===== src/rtl/hazard_pkg.sv =====
// Shared types and constants for the pipeline hazard controller:
// controller states, forwarding-mux select codes and the counter saturation helper.
package hazard_pkg;

  typedef enum logic [1:0] {
    ST_RUN      = 2'd0,
    ST_MEM_WAIT = 2'd1,
    ST_HALT     = 2'd2
  } state_t;

  // Select codes line up with inputs A-D of four_to_one_multiplexer.
  localparam logic [1:0] FWD_RF  = 2'b00;
  localparam logic [1:0] FWD_EX  = 2'b01;
  localparam logic [1:0] FWD_MEM = 2'b10;
  localparam logic [1:0] FWD_WB  = 2'b11;

  // True while a counter of the given width (1..64) is below all-ones.
  function automatic logic sat_can_inc(input logic [63:0] value, input int unsigned width);
    logic [63:0] max_val;
    max_val = {64{1'b1}} >> (64 - width);
    return value != max_val;
  endfunction

endpackage


===== src/rtl/hazard_forwarding_unit_forwarding_select.sv =====
// Maps one ID-stage source register to a forwarding-mux select.
// Priority is EX > MEM > WB > register file; x0 is never forwarded.
module forwarding_select
  import hazard_pkg::*;
(
  input  logic [4:0] rs,
  input  logic [4:0] ex_rd,
  input  logic [4:0] mem_rd,
  input  logic [4:0] wb_rd,
  input  logic       ex_fwd_ok,
  input  logic       mem_we,
  input  logic       wb_we,
  output logic [1:0] sel
);

  // NOTE: assign every always_comb output a default first so no path leaves it unassigned and infers a latch.
  always_comb begin
    sel = FWD_RF;
    if (rs != 5'd0) begin
      if (ex_fwd_ok && (ex_rd == rs))      sel = FWD_EX;
      else if (mem_we && (mem_rd == rs))   sel = FWD_MEM;
      else if (wb_we && (wb_rd == rs))     sel = FWD_WB;
    end
  end

endmodule


===== src/rtl/hazard_forwarding_unit.sv =====
// Five-stage pipeline hazard controller: stall/squash/freeze decisions, operand
// forwarding selects, data-RAM wait sequencing with timeout, and performance counters.
module hazard_forwarding_unit
  import hazard_pkg::*;
#(
  parameter int unsigned MEM_TIMEOUT = 16,
  parameter int unsigned CNT_W       = 16
) (
  input  logic             clk,
  input  logic             reset_n,
  input  logic [4:0]       ID_rs1,
  input  logic [4:0]       ID_rs2,
  input  logic             ID_uses_rs1,
  input  logic             ID_uses_rs2,
  input  logic [4:0]       EX_rd,
  input  logic [4:0]       MEM_rd,
  input  logic [4:0]       WB_rd,
  input  logic             EX_RF_Enable,
  input  logic             MEM_RF_Enable,
  input  logic             WB_RF_Enable,
  input  logic             EX_Load_Instr,
  input  logic             EX_Branch_Taken,
  input  logic             MEM_RAM_Enable,
  input  logic             mem_ready,
  output logic             pc_le,
  output logic             ifid_le,
  output logic             idex_le,
  output logic             exmem_le,
  output logic             ifid_clr,
  output logic             memwb_clr,
  output logic             cu_mux_sel,
  output logic [1:0]       fwd_A_sel,
  output logic [1:0]       fwd_B_sel,
  output logic             mem_error,
  output logic [CNT_W-1:0] stall_count,
  output logic [CNT_W-1:0] flush_count
);

  localparam int unsigned WAIT_W = $clog2(MEM_TIMEOUT + 1);
  localparam logic [WAIT_W-1:0] WAIT_LAST = WAIT_W'(MEM_TIMEOUT - 1);

  state_t            state, state_n;
  logic [WAIT_W-1:0] wait_cnt, wait_cnt_n;
  logic              err_set;
  logic              mem_freeze;
  logic              load_use;
  logic              flush_cycle;

  // A load result is not available in EX, so a load there is never a forwarding source.
  forwarding_select u_fwd_a (
    .rs        (ID_rs1),
    .ex_rd     (EX_rd),
    .mem_rd    (MEM_rd),
    .wb_rd     (WB_rd),
    .ex_fwd_ok (EX_RF_Enable && !EX_Load_Instr),
    .mem_we    (MEM_RF_Enable),
    .wb_we     (WB_RF_Enable),
    .sel       (fwd_A_sel)
  );

  forwarding_select u_fwd_b (
    .rs        (ID_rs2),
    .ex_rd     (EX_rd),
    .mem_rd    (MEM_rd),
    .wb_rd     (WB_rd),
    .ex_fwd_ok (EX_RF_Enable && !EX_Load_Instr),
    .mem_we    (MEM_RF_Enable),
    .wb_we     (WB_RF_Enable),
    .sel       (fwd_B_sel)
  );

  assign mem_freeze = (state == ST_MEM_WAIT) ||
                      ((state == ST_RUN) && MEM_RAM_Enable && !mem_ready);

  assign load_use = EX_Load_Instr && EX_RF_Enable && (EX_rd != 5'd0) &&
                    ((ID_uses_rs1 && (ID_rs1 == EX_rd)) ||
                     (ID_uses_rs2 && (ID_rs2 == EX_rd)));

  // Pipeline control: first matching condition wins; the defaults are free flow.
  always_comb begin
    pc_le       = 1'b1;
    ifid_le     = 1'b1;
    idex_le     = 1'b1;
    exmem_le    = 1'b1;
    ifid_clr    = 1'b0;
    memwb_clr   = 1'b0;
    cu_mux_sel  = 1'b0;
    flush_cycle = 1'b0;
    if (!reset_n) begin
      {pc_le, ifid_le, idex_le, exmem_le} = 4'b0000;
      {ifid_clr, memwb_clr, cu_mux_sel}   = 3'b111;
    end else if ((state == ST_HALT) || mem_freeze) begin
      {pc_le, ifid_le, idex_le, exmem_le} = 4'b0000;
      memwb_clr = 1'b1;
    end else if (EX_Branch_Taken) begin
      ifid_clr    = 1'b1;
      cu_mux_sel  = 1'b1;
      flush_cycle = 1'b1;
    end else if (load_use) begin
      pc_le      = 1'b0;
      ifid_le    = 1'b0;
      cu_mux_sel = 1'b1;
    end
  end

  always_comb begin
    state_n    = state;
    wait_cnt_n = wait_cnt;
    err_set    = 1'b0;
    unique case (state)
      ST_RUN: begin
        if (MEM_RAM_Enable && !mem_ready) begin
          state_n    = ST_MEM_WAIT;
          wait_cnt_n = '0;
        end
      end
      ST_MEM_WAIT: begin
        if (mem_ready) begin
          state_n = ST_RUN;
        end else if (wait_cnt == WAIT_LAST) begin
          state_n = ST_HALT;
          err_set = 1'b1;
        end else begin
          wait_cnt_n = wait_cnt + 1'b1;
        end
      end
      ST_HALT: state_n = ST_HALT;
      default: state_n = ST_RUN;
    endcase
  end

  // NOTE: sequential state uses non-blocking assignments so every flop samples pre-edge values.
  always_ff @(posedge clk) begin
    if (!reset_n) begin
      state       <= ST_RUN;
      wait_cnt    <= '0;
      mem_error   <= 1'b0;
      stall_count <= '0;
      flush_count <= '0;
    end else begin
      state    <= state_n;
      wait_cnt <= wait_cnt_n;
      if (err_set) mem_error <= 1'b1;
      if (!pc_le && sat_can_inc(64'(stall_count), CNT_W))
        stall_count <= stall_count + 1'b1;
      if (flush_cycle && sat_can_inc(64'(flush_count), CNT_W))
        flush_count <= flush_count + 1'b1;
    end
  end

endmodule

===== config.mk =====
export PLATFORM = sky130hd
export DESIGN_NAME = hazard_forwarding_unit
export DESIGN_NICKNAME = d
export VERILOG_FILES = /design/src/rtl/hazard_pkg.sv /design/src/rtl/hazard_forwarding_unit_forwarding_select.sv /design/src/rtl/hazard_forwarding_unit.sv
export SDC_FILE = /design/constraint.sdc
export NUM_CORES = 1
export LEC_CHECK = 0
export CAP_MARGIN = 10
export CORE_MARGIN = 1
export CORE_UTILIZATION = 35
export DETAILED_ROUTE_END_ITERATION = 16
export GPL_TIMING_DRIVEN = 0
export PLACE_DENSITY = 0.66
export SYNTH_ARGS = -nofsm -noshare
export SYNTH_HDL_FRONTEND = slang
export SYNTH_HIERARCHICAL = 1
export SYNTH_SLANG_ARGS = --single-unit

===== constraint.sdc =====
create_clock -name clk -period 2.7 [get_ports clk]
set_input_delay 0.675 -clock clk [delete_from_list [all_inputs] [get_ports clk]]
set_output_delay 0.675 -clock clk [all_outputs]
set_load 0.05 [all_outputs]

Word-level counts from Yosys, hierarchy flattened
Cells that the tools add are included.
{"block": "op_classes", "add_sub_neg": 3, "mul": 0, "div_mod_pow": 0, "order_cmp": 0, "eq_ne": 17, "shifts": 0, "n_mux": 35, "bitwise_logic": 0, "n_reduce_logical": 30}
{"op": "$eq 5x5->1", "count": 8}
{"op": "$add 16x1->16 const B", "count": 2}
{"op": "$ne 16x16->1 const B", "count": 2}
{"op": "$mux 2", "count": 11}
{"op": "$mux 1", "count": 19}
{"op": "$logic_and 1x1->1", "count": 17}
{"op": "$mux 5", "count": 3}
{"op": "$reduce_bool 5->1", "count": 3}
{"op": "$pmux 5 s2", "count": 1}
{"op": "$pmux 2 s3", "count": 1}
{"op": "$add 5x1->5 const B", "count": 1}
{"op": "$eq 5x4->1 const B", "count": 1}
{"op": "$ne 2x2->1 const B", "count": 2}
{"op": "$reduce_and 4->1", "count": 1}
{"op": "$logic_not 1->1", "count": 3}
{"op": "$logic_or 1x1->1", "count": 3}
{"op": "$ne 3x2->1 const B", "count": 1}
{"op": "$eq 2x1->1 const B", "count": 1}
{"op": "$eq 2x2->1 const B", "count": 1}
{"op": "$logic_not 2->1", "count": 1}
{"op": "$ne 2x1->1 const B", "count": 1}
{"op": "$reduce_and 2->1", "count": 1}
{"op": "$reduce_bool 2->1", "count": 1}
{"block": "totals", "ff_bits": 40, "latchBits": 0, "ramBits": 0, "romBits": 0, "input_bits": 36, "output_inout_bits": 44, "word_cells": 90, "memories": 0}

Logic depth before layout (Yosys ltp)
{"block": "depth", "depth_word": 10, "mapped_depth": 10, "depth_no_buf": 8}

Modules after synthesis
The synthesis kept the hierarchy.
{"module": "hazard_forwarding_unit", "instances": 1, "cells_each": 247, "area_each_um2": 2060.7, "seq_area_each_um2": 800.8}
{"module": "forwarding_select", "instances": 2, "cells_each": 28, "area_each_um2": 226.5, "seq_area_each_um2": 0.0}

Worst setup path after synthesis
OpenSTA, ideal clock, no wires.
{"block": "synth_path", "kind": "input -> output", "startpoint": "input MEM_RAM_Enable", "endpoint": "output pc_le", "arrival_time_ps": 2476, "required_ps": 2025, "slack_ps": -451, "cell_stages": 7, "n_path_buf": 2, "path_cell_list": "nor2b_1 o21ai_4 and2_4 inv_1 a31oi_2 buf_2 buf_4"}
{"block": "synth_between", "elab_chain_len": 6}
{"item": "start: declaration", "line": "hazard_forwarding_unit.sv:23", "source": "input logic MEM_RAM_Enable,"}
{"item": "$logic_and 1x1->1 (2 in series)", "line": "hazard_forwarding_unit.sv:73", "source": "((state == ST_RUN) && MEM_RAM_Enable && !mem_ready);"}
{"item": "$logic_or 1x1->1", "line": "hazard_forwarding_unit.sv:72", "source": "assign mem_freeze = (state == ST_MEM_WAIT) ||"}
{"item": "$logic_or 1x1->1", "line": "hazard_forwarding_unit.sv:92", "source": "end else if ((state == ST_HALT) || mem_freeze) begin"}
{"item": "$mux 1 (2 in series)"}
{"item": "end: declaration", "line": "hazard_forwarding_unit.sv:25", "source": "output logic pc_le,"}
Every way passes these cells.

Worst setup path after layout
{"block": "layout_path", "startpoint": "input EX_rd[2]", "endpoint": "output pc_le"}
{"block": "layout_between", "elab_chain_len": 8, "elab_cells_between_ends": 12, "cone_classes": "2 x eq/ne; 4 x mux; 6 x reduce/logical"}
{"item": "start: declaration", "line": "hazard_forwarding_unit.sv:15", "source": "input logic [4:0] EX_rd,"}
{"item": "$eq 5x5->1, on equally long branches", "line": "hazard_forwarding_unit.sv:76, hazard_forwarding_unit.sv:77"}
{"item": "$logic_and 1x1->1, on equally long branches", "line": "hazard_forwarding_unit.sv:76, hazard_forwarding_unit.sv:77"}
{"item": "$logic_or 1x1->1", "line": "hazard_forwarding_unit.sv:76", "source": "((ID_uses_rs1 && (ID_rs1 == EX_rd)) ||"}
{"item": "$logic_and 1x1->1 *", "line": "hazard_forwarding_unit.sv:75", "source": "assign load_use = EX_Load_Instr && EX_RF_Enable && (EX_rd != 5'd0) &&"}
{"item": "$mux 1 *", "line": "hazard_forwarding_unit.sv:99", "source": "end else if (load_use) begin"}
{"item": "$mux 1 *", "line": "hazard_forwarding_unit.sv:95", "source": "end else if (EX_Branch_Taken) begin"}
{"item": "$mux 1 *", "line": "hazard_forwarding_unit.sv:92"}
{"item": "$mux 1 *", "line": "hazard_forwarding_unit.sv:89", "source": "if (!reset_n) begin"}
Mark *: on every way between the ends. The rest lies on a longest branch, timed or not.

==> key figures <==
Status
  • Status: finished with violations
  • Violated checks: negative setup slack

Cells and area
  • # fillers: between 600 and 700
  • Nets: 440
  • Layout cells sized above 1: 21.70%
  • Layout area overhead: 46.89%
  • Diode count: 0

Synthesis
  • Post-synth EDFFs: 0
  • Post-Syn Area: 2514 um2
  • Post-Synth Simple-Gate Area: 29.72%
  • Synthesis-stage register bit count: 40
  • Mux cell area share after synthesis: 1.195%
  • Synth Area in Adders: under 10%
  • Ys flop type: dfxtp_1
  • Yosys warnings: 6
  • Dominant cells by area after synthesis: dfxtp_1 (32%), xnor2_1 (10%), xor2_1 (10%), nor2_1 (5.4%), nand3_1 (3.8%)
  • Compound-cell area share of the yosys netlist: 10.50%
  • Mapped Avg Cell Area: between 8 and 9 um2
  • Commonest cells in the netlist: dfxtp_1 (40), nor2_1 (36), xnor2_1 (30), xor2_1 (30), nand2_1 (21)
  • Synth Area in XOR/XNOR: approximately a fifth
  • Sequential fraction of the synthesis area: 31.86%
  • Cells after Synth: 303
  • Post-synth cell types: 45
  • Largest area contributor in the synthesized netlist: dfxtp_1
  • Largest family of logic cells by synthesized area: simple AND/OR/NAND/NOR gates
  • Net Count, Synth: 343
  • Top-count cell post-synth: dfxtp_1
  • Post-synth top area share: 31.86%
  • Synth async-reset ratio: 0%

Critical path
  • CP delay by family, top: compound AO/OA/AOI/OAI gates
  • Cell count of the worst reg-to-reg path: 9
  • CP max stage cell: or3_4
  • Most frequent cell on the critical path: buf_12
  • RR Endpoint: stall_count[0]
  • RR Startpoint: stall_count[0]
  • Crit-path cells: buf_8 -> or3_4 -> o311a_4 -> a31oi_4 -> buf_12 -> buf_12 -> buf_12
  • CP Max Fanout: 3
  • Buf/Inv on CP: 4
  • Worst stage delay on the critical path: 0.37 ns
  • R2r setup slk: 0.36 ns
  • Crit path DAT: 2.05 ns
  • Crit end category: output pin
  • Crit path kind: input pin to output pin
  • Startpoint type of the worst setup path: input pin
  • Worst EP required: 2.03 ns

Floorplan
  • Initial core utilization: 36.59%
  • Core area: 6869 um2
  • Die area: 7525 um2
  • # IOs: 80
  • Die X: 86.75 um
  • Die Ht: 86.75 um
  • FP Rows: 30

Power and ir drop
  • Total power draw: 1384 uW
  • Power density over cell area: 374.7 nW/um2
  • Peak VDD IR: 0.1701 mV
  • Static Leakage: 0.001387 uW

Detailed routing
  • Via/cell ratio: 5.089
  • Routed len/inst: 13.53 um
  • Final wirelength: a little under 7 mm
  • Detailed-route via count: 2529
  • Initial DRC count: 60
  • DR pass1 iterations: 4
  • Residual DRC count: 0
  • Post-route ant nets: 0

STA
  • Worst setup margin: -0.02943 ns
  • Setup_tns: -0.03889 ns
  • Fin. Hold Viols: 0
  • RSZ-0062 raised after global routing: yes
  • Rel. slew slack: approximately 64%
  • Worst Max-Slew Pin Slew: 0.5444 ns
  • Final Setup Violations: 2
  • Max-slew violations: 0
  • Clk_skew: 0.005017 ns
  • Time the worst path needs with I/O delays and setup: 2.729 ns
  • Hold WS: 0.4945 ns
  • Period utilization: 101.1%
  • Peak Freq: 0.3664 GHz

Global routing
  • Overall Global Routing Usage: between 10% and 20%
  • Global-route wire length before repair: about 11 mm
  • Largest net degree at the start of global routing: 12
  • Aggregate global routing overflow: 0
  • Initial antenna violation count: 0
  • Vias in the first global route: approximately 2400

Placement
  • Place WS: -1.357 ns
  • DP Wirelength: 4.994 mm
  • GP Congestion: 0.9602
  • Port bufs: 79

Hold path
  • Hold path startpoint: wait_cnt[4]
  • Worst min path class: flop to flop
  • Worst min-delay path endpoint: wait_cnt[4]
  • Hold depth: 2

Clock tree
  • Worst skew pair latency: 0.30 ns
  • Num CTS Buffers: 5
  • H-tree depth: 2
  • Max clock buf depth: 2
  • CTS clk-pin slew, worst paths: 0.07 ns
  • Clock root cell: clkbuf_8
  • Hold_buf cts: 0
  • Clock tree sinks: 40
  • CTS tree: built

Run
  • Max Cap Viol: 0
==> layout by cell type, fill, tap and decap left out, drive strengths merged, types with 7 or more instances in the layout <==
| master | n |
|---|---|
| a21oi | 12 |
| and3 | 12 |
| buf | 43 |
| clkbuf | 16 |
| clkdlybuf4s50 | 41 |
| dfxtp | 40 |
| inv | 7 |
| nand2 | 21 |
| nand3 | 20 |
| nand4 | 10 |
| nor2 | 36 |
| nor3 | 9 |
| nor4 | 7 |
| o21ai | 10 |
| or3 | 8 |
| xnor2 | 30 |
| xor2 | 30 |
==> final cells by class <==
cell class	count	area (um2)	area share, %
plain buffers	11	97.59	2.643
well taps	96	120.1	3.253
flip-flops and latches	40	800.8	21.69
clock buffers	8	90.09	2.440
inverters	8	33.78	0.9149
multi-input cells	244	1735	47.00
repair buffers	90	814.5	22.06
==> tightest hold or removal path, delay by kind of cell, from the launching register on <==
family	cells	cell delay, ns
DFF	1	0.33
AOI/OAI and AO/OA	1	0.06
and+or+nand+nor	1	0.07
==> worst max-delay path by stage <==
stage | startpoint | end | slack, ns | depth (start not counted)
3_5_place_dp | EX_rd[0] | pc_le | -1.36 | 7
3_3_place_gp | EX_rd[0] | pc_le | -1.37 | 7
4_1_cts | EX_rd[2] | pc_le | -0.04 | 7
2_1_floorplan | MEM_RAM_Enable | pc_le | -0.14 | 7
6_report | EX_rd[2] | pc_le | -0.03 | 7
5_1_grt | MEM_RAM_Enable | pc_le | -0.08 | 9
==> flip-flops by register name (all words and copies together) (netlist names) <==
signal       flops
flush_count     16
stall_count     16
state            2
mem_error        1
wait_cnt         5
==> through the flow <==
| step | cell area, um2 | std cells | utilization, % |
|---|---|---|---|
| after floorplan | 2561 | 303 | - |
| after global placement | 3472 | 478 | 50.55 |
| after detailed placement | 3472 | 478 | 50.55 |
| after CTS | 3623 | 495 | 52.75 |
| after global routing | 3692 | 497 | 53.75 |
| final | 3692 | 497 | 53.75 |
==> timing repair <==
item                                    CTS  global route
resized for setup                       163            27
pin swaps                                16            13
endpoints found under the setup margin   14             7
buffers inserted                          9             2
==> report_power, final <==
group / switching [uW] / internal [uW]
registers: 11.2 / 598
clock network: 208 / 209
logic: 202 / 155
total: 422 / 962
==> per-layer routing <==
metal / track usage, % / share of wire [%]
met5: 0 / 0
met4: 7.424 / 2.1
met3: 3.810 / 5.7
met2: 32.76 / 48
met1: 21.81 / 44
==> logic make-up (layout without fill, tap and decap cells) <==
kind of cell,Yosys count,count (layout)
buffers and inverters,19,117
xor gates and xnor gates,60,60
muxes,3,3
DFF,40,40
and+or+nand+nor,140,140
AOI/OAI and AO/OA,37,37
adders and majority gates,4,4
(Power assumes the default switching activity.)
